File: src/rtl/s_axi4l_reg_bank_if.sv
// Register-access strobes between the AXI4-Lite channel stages and the register bank.
// Signal names follow the bank's point of view.
interface s_axi4l_reg_bank_if #(
   parameter int AXI_DATA_WIDTH = 32,
   parameter int AXI_ADDR_WIDTH = 4,
   parameter int AXI_STRB_WIDTH = AXI_DATA_WIDTH / 8
);
   logic [AXI_ADDR_WIDTH-1:0] i_raddr;
   logic                      i_raddr_valid;
   logic [AXI_DATA_WIDTH-1:0] o_rdata;
   logic [AXI_ADDR_WIDTH-1:0] i_waddr;
   logic [AXI_DATA_WIDTH-1:0] i_wdata;
   logic [AXI_STRB_WIDTH-1:0] i_wstrb;
   logic                      i_wvalid;

   modport master (
      output i_raddr, i_raddr_valid, i_waddr, i_wdata, i_wstrb, i_wvalid,
      input  o_rdata
   );

   modport slave (
      input  i_raddr, i_raddr_valid, i_waddr, i_wdata, i_wstrb, i_wvalid,
      output o_rdata
   );
endinterface

File: src/rtl/s_axi4l_reg_bank.sv
// Four-register bank (CTRL, SCRATCH, STATUS W1C, COUNTER) behind the AXI4-Lite channel stages.
// Reads are combinational from the read address; writes land on the strobed edge.
module s_axi4l_reg_bank #(
   parameter int AXI_DATA_WIDTH = 32,
   parameter int AXI_ADDR_WIDTH = 4,
   parameter int AXI_STRB_WIDTH = AXI_DATA_WIDTH / 8,
   parameter int NUM_EVENTS     = 8
) (
   input  logic                      i_axi_clock,
   input  logic                      i_axi_aresetn,
   s_axi4l_reg_bank_if.slave         bus,
   input  logic [NUM_EVENTS-1:0]     i_event,
   output logic                      o_enable,
   output logic [7:0]                o_irq_mask,
   output logic                      o_irq,
   output logic [AXI_DATA_WIDTH-1:0] o_count
);
   localparam logic [1:0] REG_CTRL    = 2'd0;
   localparam logic [1:0] REG_SCRATCH = 2'd1;
   localparam logic [1:0] REG_STATUS  = 2'd2;
   localparam logic [1:0] REG_COUNTER = 2'd3;
   localparam logic [AXI_DATA_WIDTH-1:0] CNT_ONE = {{(AXI_DATA_WIDTH-1){1'b0}}, 1'b1};

   logic                      r_enable;
   logic [7:0]                r_irq_mask;
   logic [AXI_DATA_WIDTH-1:0] r_scratch;
   logic [NUM_EVENTS-1:0]     r_status;
   logic [AXI_DATA_WIDTH-1:0] r_count;
   logic                      r_irq;

   logic                      w_wr_ctrl;
   logic                      w_wr_scratch;
   logic                      w_wr_status;
   logic                      w_cnt_clear;
   logic [NUM_EVENTS-1:0]     w_status_clr;

   assign w_wr_ctrl    = bus.i_wvalid && (bus.i_waddr[3:2] == REG_CTRL);
   assign w_wr_scratch = bus.i_wvalid && (bus.i_waddr[3:2] == REG_SCRATCH);
   assign w_wr_status  = bus.i_wvalid && (bus.i_waddr[3:2] == REG_STATUS);
   assign w_cnt_clear  = w_wr_ctrl && bus.i_wstrb[0] && bus.i_wdata[1];
   // All event flags live in byte lane 0, so only that strobe gates the clear.
   assign w_status_clr = (w_wr_status && bus.i_wstrb[0]) ? bus.i_wdata[NUM_EVENTS-1:0] : '0;

   always_ff @(posedge i_axi_clock or negedge i_axi_aresetn) begin
      if (!i_axi_aresetn) begin
         r_enable   <= 1'b0;
         r_irq_mask <= '0;
         r_status   <= '0;
         r_count    <= '0;
         r_irq      <= 1'b0;
      end else begin
         if (w_wr_ctrl && bus.i_wstrb[0]) r_enable   <= bus.i_wdata[0];
         if (w_wr_ctrl && bus.i_wstrb[1]) r_irq_mask <= bus.i_wdata[15:8];
         // Enable is the pre-edge value, so an enable written this beat counts from next cycle.
         if (w_cnt_clear)   r_count <= '0;
         else if (r_enable) r_count <= r_count + CNT_ONE;
         r_status <= (r_status & ~w_status_clr) | i_event;
         r_irq    <= |(r_status & r_irq_mask[NUM_EVENTS-1:0]);
      end
   end

   genvar gi;
   generate
      for (gi = 0; gi < AXI_STRB_WIDTH; gi++) begin : g_scratch_lane
         always_ff @(posedge i_axi_clock or negedge i_axi_aresetn) begin
            if (!i_axi_aresetn)
               r_scratch[gi*8 +: 8] <= 8'h00;
            else if (w_wr_scratch && bus.i_wstrb[gi])
               r_scratch[gi*8 +: 8] <= bus.i_wdata[gi*8 +: 8];
         end
      end
   endgenerate

   always_comb begin
      bus.o_rdata = '0;
      case (bus.i_raddr[3:2])
         REG_CTRL: begin
            bus.o_rdata[0]    = r_enable;
            bus.o_rdata[15:8] = r_irq_mask;
         end
         REG_SCRATCH: bus.o_rdata = r_scratch;
         REG_STATUS:  bus.o_rdata[NUM_EVENTS-1:0] = r_status;
         REG_COUNTER: bus.o_rdata = r_count;
         default:     bus.o_rdata = '0;
      endcase
   end

   assign o_enable   = r_enable;
   assign o_irq_mask = r_irq_mask;
   assign o_irq      = r_irq;
   assign o_count    = r_count;
endmodule

File: src/flat_wrapper.sv
// flat-port wrapper written by rule: the top's interface ports become plain ports
module s_axi4l_reg_bank_flat 
#(
   parameter int AXI_DATA_WIDTH = 32,
   parameter int AXI_ADDR_WIDTH = 4,
   parameter int AXI_STRB_WIDTH = AXI_DATA_WIDTH / 8,
   parameter int NUM_EVENTS     = 8
)
  (i_axi_clock, i_axi_aresetn, i_event, o_enable, o_irq_mask, o_irq, o_count, bus_i_raddr, bus_i_raddr_valid, bus_i_waddr, bus_i_wdata, bus_i_wstrb, bus_i_wvalid, bus_o_rdata);
  s_axi4l_reg_bank_if #(.AXI_DATA_WIDTH(AXI_DATA_WIDTH), .AXI_ADDR_WIDTH(AXI_ADDR_WIDTH), .AXI_STRB_WIDTH(AXI_STRB_WIDTH)) bus_i ();
  input  logic i_axi_clock;
  input  logic i_axi_aresetn;
  input  logic [NUM_EVENTS-1:0] i_event;
  output logic o_enable;
  output logic [7:0] o_irq_mask;
  output logic o_irq;
  output logic [AXI_DATA_WIDTH-1:0] o_count;
  input wire logic [$bits(bus_i.i_raddr)-1:0] bus_i_raddr;
  input wire logic [$bits(bus_i.i_raddr_valid)-1:0] bus_i_raddr_valid;
  input wire logic [$bits(bus_i.i_waddr)-1:0] bus_i_waddr;
  input wire logic [$bits(bus_i.i_wdata)-1:0] bus_i_wdata;
  input wire logic [$bits(bus_i.i_wstrb)-1:0] bus_i_wstrb;
  input wire logic [$bits(bus_i.i_wvalid)-1:0] bus_i_wvalid;
  output wire logic [$bits(bus_i.o_rdata)-1:0] bus_o_rdata;
  assign bus_i.i_raddr = bus_i_raddr;
  assign bus_i.i_raddr_valid = bus_i_raddr_valid;
  assign bus_i.i_waddr = bus_i_waddr;
  assign bus_i.i_wdata = bus_i_wdata;
  assign bus_i.i_wstrb = bus_i_wstrb;
  assign bus_i.i_wvalid = bus_i_wvalid;
  assign bus_o_rdata = bus_i.o_rdata;
  s_axi4l_reg_bank #(.AXI_DATA_WIDTH(AXI_DATA_WIDTH), .AXI_ADDR_WIDTH(AXI_ADDR_WIDTH), .AXI_STRB_WIDTH(AXI_STRB_WIDTH), .NUM_EVENTS(NUM_EVENTS)) u_core (.i_axi_clock(i_axi_clock), .i_axi_aresetn(i_axi_aresetn), .bus(bus_i), .i_event(i_event), .o_enable(o_enable), .o_irq_mask(o_irq_mask), .o_irq(o_irq), .o_count(o_count));
endmodule
File: config.mk
export PLATFORM = sky130hd
export DESIGN_NAME = s_axi4l_reg_bank_flat
export DESIGN_NICKNAME = d
export VERILOG_FILES = /design/src/rtl/s_axi4l_reg_bank_if.sv /design/src/rtl/s_axi4l_reg_bank.sv /design/src/flat_wrapper.sv
export SDC_FILE = /design/constraint.sdc
export NUM_CORES = 1
export LEC_CHECK = 0
export BUFFER_PORTS_ARGS = -buffer_cell sky130_fd_sc_hd__buf_2
export CORE_MARGIN = 8
export CORE_UTILIZATION = 56
export DETAILED_ROUTE_END_ITERATION = 7
export GPL_TIMING_DRIVEN = 0
export PLACE_DENSITY = 0.84
export SYNTH_ARGS = -nofsm -noshare
export SYNTH_HDL_FRONTEND = slang
export SYNTH_SLANG_ARGS = --single-unit
File: constraint.sdc
create_clock -name i_axi_clock -period 3.8 [get_ports i_axi_clock]
set_clock_uncertainty 0.1 [all_clocks]
set_input_delay 0.57 -clock i_axi_clock [delete_from_list [all_inputs] [get_ports i_axi_clock]]
set_output_delay 0.57 -clock i_axi_clock [all_outputs]
set_load 0.1 [all_outputs]
==> flow_summary.yaml <==
outcome:
  status: "completed"
clock_tree:
  cts.clk_slew.worst_paths_ns: 0.08
  clkLatencyLatePin_ns: 0.35
  post_cts_buffers: 0
  cts_max_path_buffers: 2
  tritoncts: "done"
  htree_levels: 3
  numCtsBuffers: 9
  cts_sinks: 82
  cts_resized: 0
  postCtsHoldBufs: 0
  root_buffer: "clkbuf_8"
logic_synthesis:
  yosysTopAreaCellShare: 0.484
  synthSimpleGateAreaFrac: 0.172
  netlist_area_mm2: 0.00424
  synthArstFlopShare: 1.00
  synth_top_family_by_area: "multiplexers"
  yosys_warnings: 0
  avgSynthCellArea_um2: 10.9
  synth_most_common_cell: "dfrtp_1"
  synth_seq_cells: 82
  synth_nets: 445
  yosys.area_share.adder: 0.00295
  ys_seq_area_frac: 0.484
  synthXorXnorAreaFrac: 0.0227
  synthTopCellsByArea: "dfrtp_1 48%, mux2_2 13%, mux2i_1 6.4%"
  yosys-top-cells-count: "82 x dfrtp_1, 48 x mux2_2, 29 x nand2_1, 27 x mux2i_1"
  synth_mux_area_frac: 0.196
  yosysTopAreaCell: "dfrtp_1"
  synth_flop_cell: "dfrtp_1"
  synth.distinct_cells: 42
  synthCells: 388
  synth_compound_area_frac: 0.0950
  synth_edf_count: 0
die:
  start_util: 0.582
  die_h_um: 103
  io_pins: 130
  die_w_um: 103
  die-area_mm2: 0.0106
  core-area_mm2: 0.00729
  core.rowCount: 31
detailed_routing:
  drt-vias-per-instance: 5.92
  drc: 0
  via_count: 3692
  drt_iter0_drc: 168
  routedWlPerCell_um: 19.5
  ant_nets: 0
  dr.pass1.iters: 5
  drt_wl_total_um: 12200
layout:
  finish.net_count: 578
  num_antenna_cells: 0
  area_delta_synth_final_pct: 23.6
  instances_no_fill: 624
  fillers: 552
  drive_above_1_share: 0.366
  utilization: 0.719
flow_run:
  cap_viol_max_count: 0
critical_path:
  critical_path.cell_chain: "clkbuf_1, buf_1, clkbuf_1, mux2i_1, o21ai_1, buf_2"
  reg2reg_to: "u_core.o_count[28]$_DFFE_PN0P_"
  arrival_ns: 2.88
  cp-end-kind: "output port"
  cp-startpoint: "bus_i_raddr[2]"
  r2r.worst_path.cells: 6
  cp_slowest_cell: "clkbuf_1"
  cp_slowest_stage_delay_ns: 0.61
  critPathMostFrequentCell: "clkbuf_1"
  rrSetupSlack_ns: 1.26
  required_ns: 3.13
  startpoint_type: "primary input"
  critPathKind: "in2out"
  worstReg2RegStart: "u_core.o_count[0]$_DFFE_PN0P_"
  critPathMaxFanout: 10
power_and_ir_drop:
  p_per_area_mw_per_mm2: 733
  sw_frac_of_total: 0.519
  pwr-share-seq: 0.333
  p_switching_w: 0.00199
  ir_worst_vdd_mv: 0.507
  internal_power_w: 0.00185
  combPwrFrac: 0.468
  clockPowerShare: 0.199
  leakagePower_nw: 2.40
  finalPower_w: 0.00384
place:
  dp_hpwl_um: 9190
  portBuffers: 121
  dpl.cell_count: 609
  gp_congestion: 0.845
timing:
  rsz0062_at_grt: "no"
  final-hold-violation-count: 0
  period_share: 0.935
  slew_viol_final: 0
  setup_viol: 0
  fin_crit_ns: 3.55
  slew_headroom: 0.171
  tightest_slew_ns: 1.23
  tns_ns: 0
  fmax_ghz: 0.282
grt:
  grt_use_met2: 0.393
  met3_usage: 0.0452
  grt.busiest_layer: "met2"
  grt_max_degree: 54
  grt_pass1_vias: 3822
  grt_usage: 0.242
  grt_pass1_wl_um: 19700
  antenna_found_initial: 0
  grt-ovfl-total: 0
  use_met1: 0.311
worst_hold_path:
  hp-class: "in2async"
## flip-flops by register name, summed over array words and instances, names as in the netlist
name,flops
u_core.o_irq_mask,8
u_core.r_scratch,32
u_core.o_enable,1
u_core.o_count,32
u_core.r_status,8
u_core.o_irq,1
## worst max-delay path by stage
stage	to	slack (ns)	cells after the start
final	bus_o_rdata[11]	0.25	6
after global routing	bus_o_rdata[11]	0.16	6
after CTS	bus_o_rdata[11]	0.30	6
after detailed placement	bus_o_rdata[11]	0.31	6
after global placement	bus_o_rdata[11]	0.30	6
after floorplan	bus_o_rdata[9]	0.09	5
## worst max-delay path, delay by kind of cell
kind	cells	cell delay [ns]
AO/OA/AOI/OAI	1	0.20
buffers and inverters	4	1.88
multiplexers	1	0.23
## power groups by stage
stage	clock network (W)	registers, W	logic [W]
global route	0.000800	0.00131	0.00186
global placement	0	0.00127	0.00177
finish	0.000764	0.00128	0.00180
detailed placement	0	0.00129	0.00180
floorplan	0	0.00195	0.000765
CTS	0.000768	0.00127	0.00181
## layout make-up
cell class	instances	area, µm²	share of cell area
multi-input combinational	279	2080	0.396
timing repair buffer	122	636	0.121
clock inverter	5	103	0.0196
buffer	22	95.1	0.0181
clock buffer	10	138	0.0263
tap	99	124	0.0236
inverter	5	18.8	0.00358
sequential	82	2050	0.392
## per-stage QoR
stage	worst slack [ns]	area (µm²)	hold slack (ns)
6_report	0.248	5240	0.0418
5_1_grt	0.163	5240	0.0688
4_1_cts	0.296	5240	0.0457
3_5_place_dp	0.310	5000	0.392
3_3_place_gp	0.300	4970	0.384
2_1_floorplan	0.0948	4240	0.174
## per-layer routing
layer	up-vias	share of wire
li1	1681	-
met1	1842	0.42
met2	147	0.49
met3	22	0.066
met4	0	0.022
met5	-	0
## cells in the final DEF (no fill, tap or decap), types with 10 or more instances in the layout
master    Yosys  routed
o21ai_0      18      10
mux2_2       48      48
nor2b_1      18      18
a21oi_1      15      15
clkbuf_8      0      10
clkbuf_1     14      14
nor2_1       12      12
buf_2         1     121
nand2_1      29      29
dfrtp_1      82      82
nand4_1      10      10
nand3_1      13      13
mux2i_1      27      27
or3_1        10      10
## kinds of logic after synthesis
group,after synthesis
and+or+nand+nor,128
DFF,82
muxes,76
AOI/OAI and AO/OA,63
buffers and inverters,27
xor gates and xnor gates,11
adders and majority gates,1
(Power assumes the default switching activity.)
